`src/rtl/xif_tracker_pkg.sv`:
```
// Shared types for the CV-X-IF offload tracker: entry lifecycle state and ring entry layout.
// IDs are stored at a fixed maximum width so the struct is independent of the tracker's X_ID_WIDTH.
package xif_tracker_pkg;

  localparam int unsigned XIF_ID_MAX_W = 16;

  typedef enum logic [1:0] {
    FREE      = 2'd0,
    ISSUED    = 2'd1,
    COMMITTED = 2'd2,
    DONE      = 2'd3
  } entry_state_e;

  typedef struct packed {
    entry_state_e            state;
    logic [XIF_ID_MAX_W-1:0] id;
    logic                    wb;
    logic [4:0]              rd;
  } entry_t;

endpackage

```
`src/rtl/xif_tracker_cam.sv`:
```
// ID match over N tags: one-hot hit vector plus any-hit flag; purely combinational.
// Caller guarantees at most one valid tag equals the key (live IDs are unique).
module xif_tracker_cam #(
  parameter int unsigned N = 4,
  parameter int unsigned W = 4
) (
  input  logic [W-1:0]        key,
  input  logic [N-1:0]        tag_vld,
  input  logic [N-1:0][W-1:0] tags,
  output logic [N-1:0]        hit_vec,
  output logic                hit
);

  always_comb begin
    hit_vec = '0;
    for (int i = 0; i < N; i++) begin
      hit_vec[i] = tag_vld[i] && (tags[i] == key);
    end
  end

  assign hit = |hit_vec;

endmodule

```
`src/rtl/xif_offload_tracker.sv`:
```
// In-order ring of DEPTH offloads: allocates IDs, issues commit/kill one cycle after retire_go,
// accepts out-of-order results (result_ready always high out of reset) and writes rf one cycle later.
module xif_offload_tracker
  import xif_tracker_pkg::*;
#(
  parameter int unsigned X_ID_WIDTH  = 4,
  parameter int unsigned DEPTH       = 4,
  parameter int unsigned X_RFW_WIDTH = 32
) (
  input  logic                     clk,
  input  logic                     resetb,
  output logic                     alloc_ok,
  output logic [X_ID_WIDTH-1:0]    alloc_id,
  input  logic                     issue_fire,
  input  logic                     issue_accept,
  input  logic                     issue_writeback,
  input  logic [4:0]               issue_rd,
  input  logic                     retire_go,
  input  logic                     retire_kill,
  output logic                     commit_valid,
  output logic [X_ID_WIDTH-1:0]    commit_id,
  output logic                     commit_kill,
  input  logic                     result_valid,
  output logic                     result_ready,
  input  logic [X_ID_WIDTH-1:0]    result_id,
  input  logic [4:0]               result_rd,
  input  logic                     result_we,
  input  logic [X_RFW_WIDTH-1:0]   result_data,
  output logic                     rf_we,
  output logic [4:0]               rf_waddr,
  output logic [X_RFW_WIDTH-1:0]   rf_wdata,
  input  logic [4:0]               hz_rs1,
  input  logic [4:0]               hz_rs2,
  output logic                     hz_busy,
  output logic [$clog2(DEPTH):0]   outstanding,
  output logic                     protocol_err
);

  localparam int unsigned PTR_W = $clog2(DEPTH);
  localparam int unsigned OCC_W = PTR_W + 1;

  entry_t                 ent_q [DEPTH];
  entry_t                 ent_d [DEPTH];
  logic [PTR_W-1:0]       head_q, head_d;
  logic [PTR_W-1:0]       cptr_q, cptr_d;
  logic [PTR_W-1:0]       tail_q, tail_d;
  logic [X_ID_WIDTH-1:0]  id_ctr_q, id_ctr_d;
  logic                   commit_valid_q, commit_valid_d;
  logic [X_ID_WIDTH-1:0]  commit_id_q, commit_id_d;
  logic                   commit_kill_q, commit_kill_d;
  logic                   rf_we_q, rf_we_d;
  logic [4:0]             rf_waddr_q, rf_waddr_d;
  logic [X_RFW_WIDTH-1:0] rf_wdata_q, rf_wdata_d;
  logic                   err_q, err_d;

  logic [DEPTH-1:0]                   cam_vld;
  logic [DEPTH-1:0][XIF_ID_MAX_W-1:0] cam_tags;
  logic [DEPTH-1:0]                   res_hit_vec;
  logic                               res_hit;
  logic [PTR_W-1:0]                   res_idx;
  logic [OCC_W-1:0]                   occ;

  // Only COMMITTED entries may take a result; ISSUED/DONE/FREE never match.
  always_comb begin
    cam_vld  = '0;
    cam_tags = '0;
    for (int i = 0; i < DEPTH; i++) begin
      cam_vld[i]  = (ent_q[i].state == COMMITTED);
      cam_tags[i] = ent_q[i].id;
    end
  end

  xif_tracker_cam #(
    .N (DEPTH),
    .W (XIF_ID_MAX_W)
  ) u_cam (
    .key     (XIF_ID_MAX_W'(result_id)),
    .tag_vld (cam_vld),
    .tags    (cam_tags),
    .hit_vec (res_hit_vec),
    .hit     (res_hit)
  );

  always_comb begin
    res_idx = '0;
    occ     = '0;
    for (int i = 0; i < DEPTH; i++) begin
      if (res_hit_vec[i]) res_idx = PTR_W'(i);
      if (ent_q[i].state != FREE) occ = occ + OCC_W'(1);
    end
  end

  always_comb begin
    ent_d          = ent_q;
    head_d         = head_q;
    cptr_d         = cptr_q;
    tail_d         = tail_q;
    id_ctr_d       = id_ctr_q;
    commit_valid_d = 1'b0;
    commit_id_d    = commit_id_q;
    commit_kill_d  = commit_kill_q;
    rf_we_d        = 1'b0;
    rf_waddr_d     = rf_waddr_q;
    rf_wdata_d     = rf_wdata_q;
    err_d          = err_q;

    if (ent_q[head_q].state == DONE) begin
      ent_d[head_q].state = FREE;
      head_d              = head_q + 1'b1;
    end

    if (issue_fire) begin
      if (!alloc_ok) begin
        err_d = 1'b1;
      end else if (issue_accept) begin
        ent_d[tail_q].state = ISSUED;
        ent_d[tail_q].id    = XIF_ID_MAX_W'(id_ctr_q);
        ent_d[tail_q].wb    = issue_writeback;
        ent_d[tail_q].rd    = issue_rd;
        tail_d              = tail_q + 1'b1;
        id_ctr_d            = id_ctr_q + 1'b1;
      end
    end

    // Decided on registered state, so an entry issued this cycle is not yet committable.
    if (retire_go) begin
      if (ent_q[cptr_q].state == ISSUED) begin
        ent_d[cptr_q].state = retire_kill ? DONE : COMMITTED;
        commit_valid_d      = 1'b1;
        commit_id_d         = ent_q[cptr_q].id[X_ID_WIDTH-1:0];
        commit_kill_d       = retire_kill;
        cptr_d              = cptr_q + 1'b1;
      end else begin
        err_d = 1'b1;
      end
    end

    if (result_valid && result_ready) begin
      if (res_hit) begin
        ent_d[res_idx].state = DONE;
        if (result_we && ent_q[res_idx].wb) begin
          rf_we_d    = 1'b1;
          rf_waddr_d = ent_q[res_idx].rd;
          rf_wdata_d = result_data;
          if (result_rd != ent_q[res_idx].rd) err_d = 1'b1;
        end
      end else begin
        err_d = 1'b1;
      end
    end
  end

  always_ff @(posedge clk) begin
    if (resetb) begin
      for (int i = 0; i < DEPTH; i++) ent_q[i] <= '0;
      head_q         <= '0;
      cptr_q         <= '0;
      tail_q         <= '0;
      id_ctr_q       <= '0;
      commit_valid_q <= 1'b0;
      commit_id_q    <= '0;
      commit_kill_q  <= 1'b0;
      rf_we_q        <= 1'b0;
      rf_waddr_q     <= '0;
      rf_wdata_q     <= '0;
      err_q          <= 1'b0;
    end else begin
      for (int i = 0; i < DEPTH; i++) ent_q[i] <= ent_d[i];
      head_q         <= head_d;
      cptr_q         <= cptr_d;
      tail_q         <= tail_d;
      id_ctr_q       <= id_ctr_d;
      commit_valid_q <= commit_valid_d;
      commit_id_q    <= commit_id_d;
      commit_kill_q  <= commit_kill_d;
      rf_we_q        <= rf_we_d;
      rf_waddr_q     <= rf_waddr_d;
      rf_wdata_q     <= rf_wdata_d;
      err_q          <= err_d;
    end
  end

  always_comb begin
    alloc_ok     = (occ < OCC_W'(DEPTH));
    alloc_id     = id_ctr_q;
    outstanding  = occ;
    result_ready = !resetb;
    hz_busy      = 1'b0;
    for (int i = 0; i < DEPTH; i++) begin
      if (((ent_q[i].state == ISSUED) || (ent_q[i].state == COMMITTED)) &&
          ent_q[i].wb && (ent_q[i].rd != 5'd0) &&
          ((ent_q[i].rd == hz_rs1) || (ent_q[i].rd == hz_rs2))) begin
        hz_busy = 1'b1;
      end
    end
  end

  assign commit_valid = commit_valid_q;
  assign commit_id    = commit_id_q;
  assign commit_kill  = commit_kill_q;
  assign rf_we        = rf_we_q;
  assign rf_waddr     = rf_waddr_q;
  assign rf_wdata     = rf_wdata_q;
  assign protocol_err = err_q;

endmodule

```
`config.mk`:
```
export PLATFORM = sky130hd
export DESIGN_NAME = xif_offload_tracker
export DESIGN_NICKNAME = d
export VERILOG_FILES = /design/src/rtl/xif_tracker_pkg.sv /design/src/rtl/xif_tracker_cam.sv /design/src/rtl/xif_offload_tracker.sv
export SDC_FILE = /design/constraint.sdc
export NUM_CORES = 1
export LEC_CHECK = 0
export CORE_UTILIZATION = 40
export CTS_CLUSTER_DIAMETER = 120
export CTS_CLUSTER_SIZE = 28
export DETAILED_ROUTE_END_ITERATION = 16
export PLACE_DENSITY_LB_ADDON = 0.15
export SYNTH_ARGS = -nofsm -noshare
export SYNTH_HDL_FRONTEND = slang
export SYNTH_SLANG_ARGS = --single-unit
```
`constraint.sdc`:
```
create_clock -name clk -period 7.8 [get_ports clk]
set_clock_uncertainty 0.15 [all_clocks]
set_input_delay 1.17 -clock clk [delete_from_list [all_inputs] [get_ports clk]]
set_output_delay 1.17 -clock clk [all_outputs]
set_load 0.05 [all_outputs]
```
== After elaboration in Yosys (flattened, before gate mapping) ==
Cells that the tools add are included.
W data, S select, Z words.
Word-level totals
  word-level logic and storage cells: 178
  output and inout bits: 55
  input bits: 65
  register bits after elaboration: 151
Cells by class
  add/subtract/negate cells: 7
  $lt $le $gt $ge: 9
  muxes and demuxes: 60
  equality and inequality tests: 23
  bitwise logic cells: 7
  reduce and logical (&&, ||, !) cells: 45
Operators by type and width (number)
  $mux W96: 8
  $bwmux W96: 7
  $demux W24 S2: 7
  $mux W24: 8
  $bmux W24 S2: 3
  $eq A16 B4 Y1: 4
  $eq A5 B5 Y1: 8
  $logic_and A1 B1 Y1: 22
  $mux W22: 1
  $reduce_bool A5 Y1: 4
  $mux W6: 3
  $mux W1: 17
  $ge A3 B3 Y1 const B: 4
  $lt A3 B1 Y1 const B: 4
  $not A2 Y3: 4
  $eq A2 B1 Y1 const B: 5
  $eq A2 B2 Y1 const B: 5
  $add A3 B1 Y3 const B: 3
  $mux W3: 3
  $logic_or A1 B1 Y1: 8
  $reduce_bool A2 Y1: 4
  $add A2 B1 Y2 const B: 3
  $reduce_and A3 Y1: 2
  $mux W5: 1
  10 further kinds: 13

== Longest topological paths before layout ==
  word-level depth: 20
  mapped depth: 15
  mapped depth without buffers: 14

== Hierarchy ==
A second synthesis with hierarchy kept.
Second synthesis, totals
  cell total of the unflattened synthesis: 835
  area total of the unflattened synthesis: 7409.6 µm²
By module, submodules not included
  xif_offload_tracker: times used 1, cells an instance 741, area an instance 6630.1 µm², sequential area each 3022.9 µm²
  xif_tracker_cam: times used 1, cells an instance 94, area an instance 779.5 µm², sequential area each 0.0 µm²

== Worst setup path before layout ==
Ideal clock, no wire load.
  path kind: register -> output
  start: register, netlist name ent_q[70]
  end: output outstanding[2]
  buffers on the path: 0
  cell stages (with the launch flop): 10
  setup slack: 3.682 ns
  data required time: 6.480 ns
  arrival time: 2.798 ns
  path through: dfxtp_1 > inv_1 > ha_1 > inv_1 > ha_1 > xnor2_1 > ha_1 > nand2b_1 > xnor2_1 > inv_1
On the way
  word-level cells in the longest chain between the ends: 6
RTL lines
  $reduce_bool A2 Y1 (*): line xif_offload_tracker.sv:89  | if (ent_q[i].state != FREE) occ = occ + OCC_W'(1);
  $mux W3 (*): line xif_offload_tracker.sv:89
  $add A3 B1 Y3: line xif_offload_tracker.sv:89
  $mux W3 (*): line xif_offload_tracker.sv:89
  $add A3 B1 Y3: line xif_offload_tracker.sv:89
  $mux W3 (*): line xif_offload_tracker.sv:89
  end, declared: line xif_offload_tracker.sv:35  | output logic [$clog2(DEPTH):0] outstanding,
Every way passes the cells marked *; elsewhere a longest branch is shown, timed or not.

== Worst setup path after layout ==
  start: input hz_rs2[3]
  end: output hz_busy
On the way
  word-level cells in the longest chain between the ends: 7
  elaborated cells between the ends (all ways): 16
  those cells by class: 4 x eq/ne; 4 x mux; 8 x reduce/logical
RTL lines
  start, declared: line xif_offload_tracker.sv:33  | input logic [4:0] hz_rs2,
  $eq A5 B5 Y1: line xif_offload_tracker.sv:192  | ((ent_q[i].rd == hz_rs1) || (ent_q[i].rd == hz_rs2))) begin
  $logic_or A1 B1 Y1: line xif_offload_tracker.sv:192
  $logic_and A1 B1 Y1: line xif_offload_tracker.sv:191  | ent_q[i].wb && (ent_q[i].rd != 5'd0) &&
  $mux W1 (3 in series): line xif_offload_tracker.sv:190  | if (((ent_q[i].state == ISSUED) || (ent_q[i].state == COMMITTED)) &&
  $mux W1 (*): line xif_offload_tracker.sv:190
  end, declared: line xif_offload_tracker.sv:34  | output logic hz_busy,
Marked as above.

==> impl_metrics.ini <==
[sta]
final_max_slew_viol_count = 0
hold_ws_ns = 0.311
post-route-period-util_pct = 61.0
fmax_mhz = 210
grt_setup_unrepaired = no
max_slew_margin_pct = 26.3
finalHoldViolations = 0
worstMarginPinSlew_ns = 1.11
final.min_clock_period_ns = 4.76
finalSetupViolCount = 0
setup_tns_ns = 0

[power_and_ir_drop]
p_per_area_nw_per_um2 = 201
p_leak_uw = 0.00365
ir_worst_vdd_v = 0.000148

[synthesis]
ys.flop_type = dfxtp_1
yosysSeqAreaShare_pct = 43.6
ys.warnings.count = 0
yosysUniqueCellTypes = 53
synthTopCellsByArea = dfxtp_1 44%, mux2i_1 6.1%, nand2_1 5.7%, xnor2_1 5.3%, and3_1 4.6%
ys_ff_latch = 151
synth_top_area_cell = dfxtp_1
synthesis.nets = 870
synth_cells = 781
synth_edf_count = 0
async_reset_ff_share_pct = 0
synth_top_cell_area_share_pct = 43.6
avgSynthCellArea_um2 = 8.88
syn-cell-area_um2 = 6930

[setup_path]
crit_required_ns = 6.48
timing.rr.end = ent_q[23]
start_kind = primary input
rr_startpoint = ent_q[70]
path_class = in2out
reg2reg_depth = 12
endpoint_kind = output pin
cp_data_arrival_time_ns = 3.44
r2r_slack_ns = 3.98
worst-path-max-fanout = 4

[cells_and_area]
nets = 957
stdcell_count = 1101
drive_gt1_share_pct = 5.45
nFillCells = 1530
stdcell_area_um2 = 8810
diodes = 0
areaGrowthSynthToFinish_pct = 27.0
final_util_pct = 52.5
multi_input_area_um2 = 3590
seqCellArea_um2 = 3020

[clocking]
cts-hold-fix-buffers = 0
cts_made_buffers = 17
cts_max_level = 4
cts_buffer_depth = 2
cts-root-buf = clkbuf_16
path_clk_slew_ns = 0.06
clock-sinks = 151
insertion_delay_ns = 0.43
postCtsSetupRepairBufs = 0
cts_tree = yes
cts.repair.resized = 0

[route]
top_layer = met4
drc = 0
wl_met3_um = 854
drtAntennaViolNets = 0
first_iter_violations = 396
drt-pass1-iter-count = 5
viasPerCell = 5.23
wl_um = 18800
wl_met2_um = 8790
vias = 5763
wl_per_cell_um = 17.0
wl_met1_um = 8730

[grt]
grt_max_degree = 105
antenna_found_initial = 0
globalRouteTotalUtil_pct = 21.7
grt_pass1_vias = 5760
grt_remaining_overflow = 0
grt_pass1_wl_um = 30200

[floorplanning]
fp.dieW_um = 134
core-area_um2 = 16800
initial_core_util_pct = 41.4
io_pins = 120
die_area_um2 = 17900
die_h_um = 134
fp-row-count = 47

[flow_run]
cap_violations = 0

[hold_path]
worstHoldPathCells = 2
min_from = rf_waddr[1]
min_to = rf_waddr[1]
hold_class = reg2reg

[placement]
io_buffer_count = 119
hpwl_um = 13600
place_area_um2 = 8210
gp_congestion = 0.889
dp.cells = 1069

[outcome]
status = finished, final reports clean
[critical path: stages]
cell	delay, ns
clkdlybuf4s50_1	0.60
xnor2_1	0.16
nand3_1	0.10
o31ai_1	0.30
o2111ai_1	0.17
nand4_1	0.13
clkdlybuf4s50_1	0.81
[routing by layer]
metal  GRT usage (%)  vias to the layer above
met4            7.77                        0
li1                -                     2857
met1            28.5                     2697
met3            4.07                       29
met5               0                        -
met2            35.3                      180
[cells by family (layout without fill, tap and decap cells)]
group / after synthesis / in the layout / share of synthesized area [%]
compound gates: 104 / 104 / 9.74
fa+ha+maj: 24 / 24 / 4.33
simple gates: 302 / 302 / 21.0
buf+inv: 83 / 183 / 4.78
flops: 151 / 151 / 43.6
xor+xnor: 69 / 69 / 8.72
mux: 48 / 48 / 7.85
[cells in the final DEF, fill, tap and decap left out, drive strengths merged, types with 6 or more instances in the layout]
cell | netlist | final
ha | 24 | 24
nand2 | 105 | 105
nor3 | 14 | 14
xnor2 | 42 | 42
dfxtp | 151 | 151
nor2 | 64 | 64
and3 | 51 | 51
xor2 | 27 | 27
clkbuf | 46 | 17
mux2i | 42 | 42
nor2b | 8 | 8
nand3 | 21 | 21
clkdlybuf4s50 | 0 | 118
a21oi | 51 | 51
inv | 30 | 40
nand4 | 10 | 10
and2 | 8 | 8
o21ai | 6 | 6
[worst max-delay path by stage]
| stage | from | endpoint | slack, ns | cells after the start |
|---|---|---|---|---|
| global placement | hz_rs1[2] | hz_busy | 3.13 | 7 |
| global route | hz_rs2[3] | hz_busy | 2.92 | 7 |
| detailed placement | hz_rs1[3] | hz_busy | 3.08 | 7 |
| floorplan | ent_q[70] | outstanding[2] | 3.68 | 9 |
| finish | hz_rs2[3] | hz_busy | 3.04 | 7 |
| CTS | hz_rs1[3] | hz_busy | 3.08 | 7 |
[synthesized netlist by cell type (5+ instances only)]
cell,count
o22ai_1,5
ha_1,24
nand2_1,105
xor2_1,27
dfxtp_1,151
o21ai_0,6
nand4_1,10
clkbuf_1,45
nand3_1,21
a211oi_1,5
or4_1,5
mux4_2,5
nor2_1,64
mux2i_1,42
nor4_1,5
nor2b_1,8
a21oi_1,51
xnor2_1,42
and3_1,51
a31oi_1,5
nor3_1,14
inv_1,30
and2_1,8
[stage by stage]
stage,total power [uW],setup WS (ns)
2_1_floorplan,892,3.68
5_1_grt,1830,2.92
6_report,1770,3.04
4_1_cts,1780,3.08
3_5_place_dp,959,3.08
3_3_place_gp,956,3.13
[power by group]
part	switching, uW	internal, uW	leakage, uW	total (uW)
sequential	12.5	778	0.00122	791
clock	370	460	0.000291	830
combinational	81.4	70.3	0.00214	152
total	464	1310	0.00365	1770
[layout make-up]
cell class / count / area share [%]
clock buffer: 17 / 4.83
tap: 220 / 3.13
multi-input combinational: 547 / 40.8
timing repair buffer: 121 / 13.7
sequential: 151 / 34.3
inverter: 30 / 1.28
clock inverter: 15 / 1.99
Power figures use the tool's default switching activity.
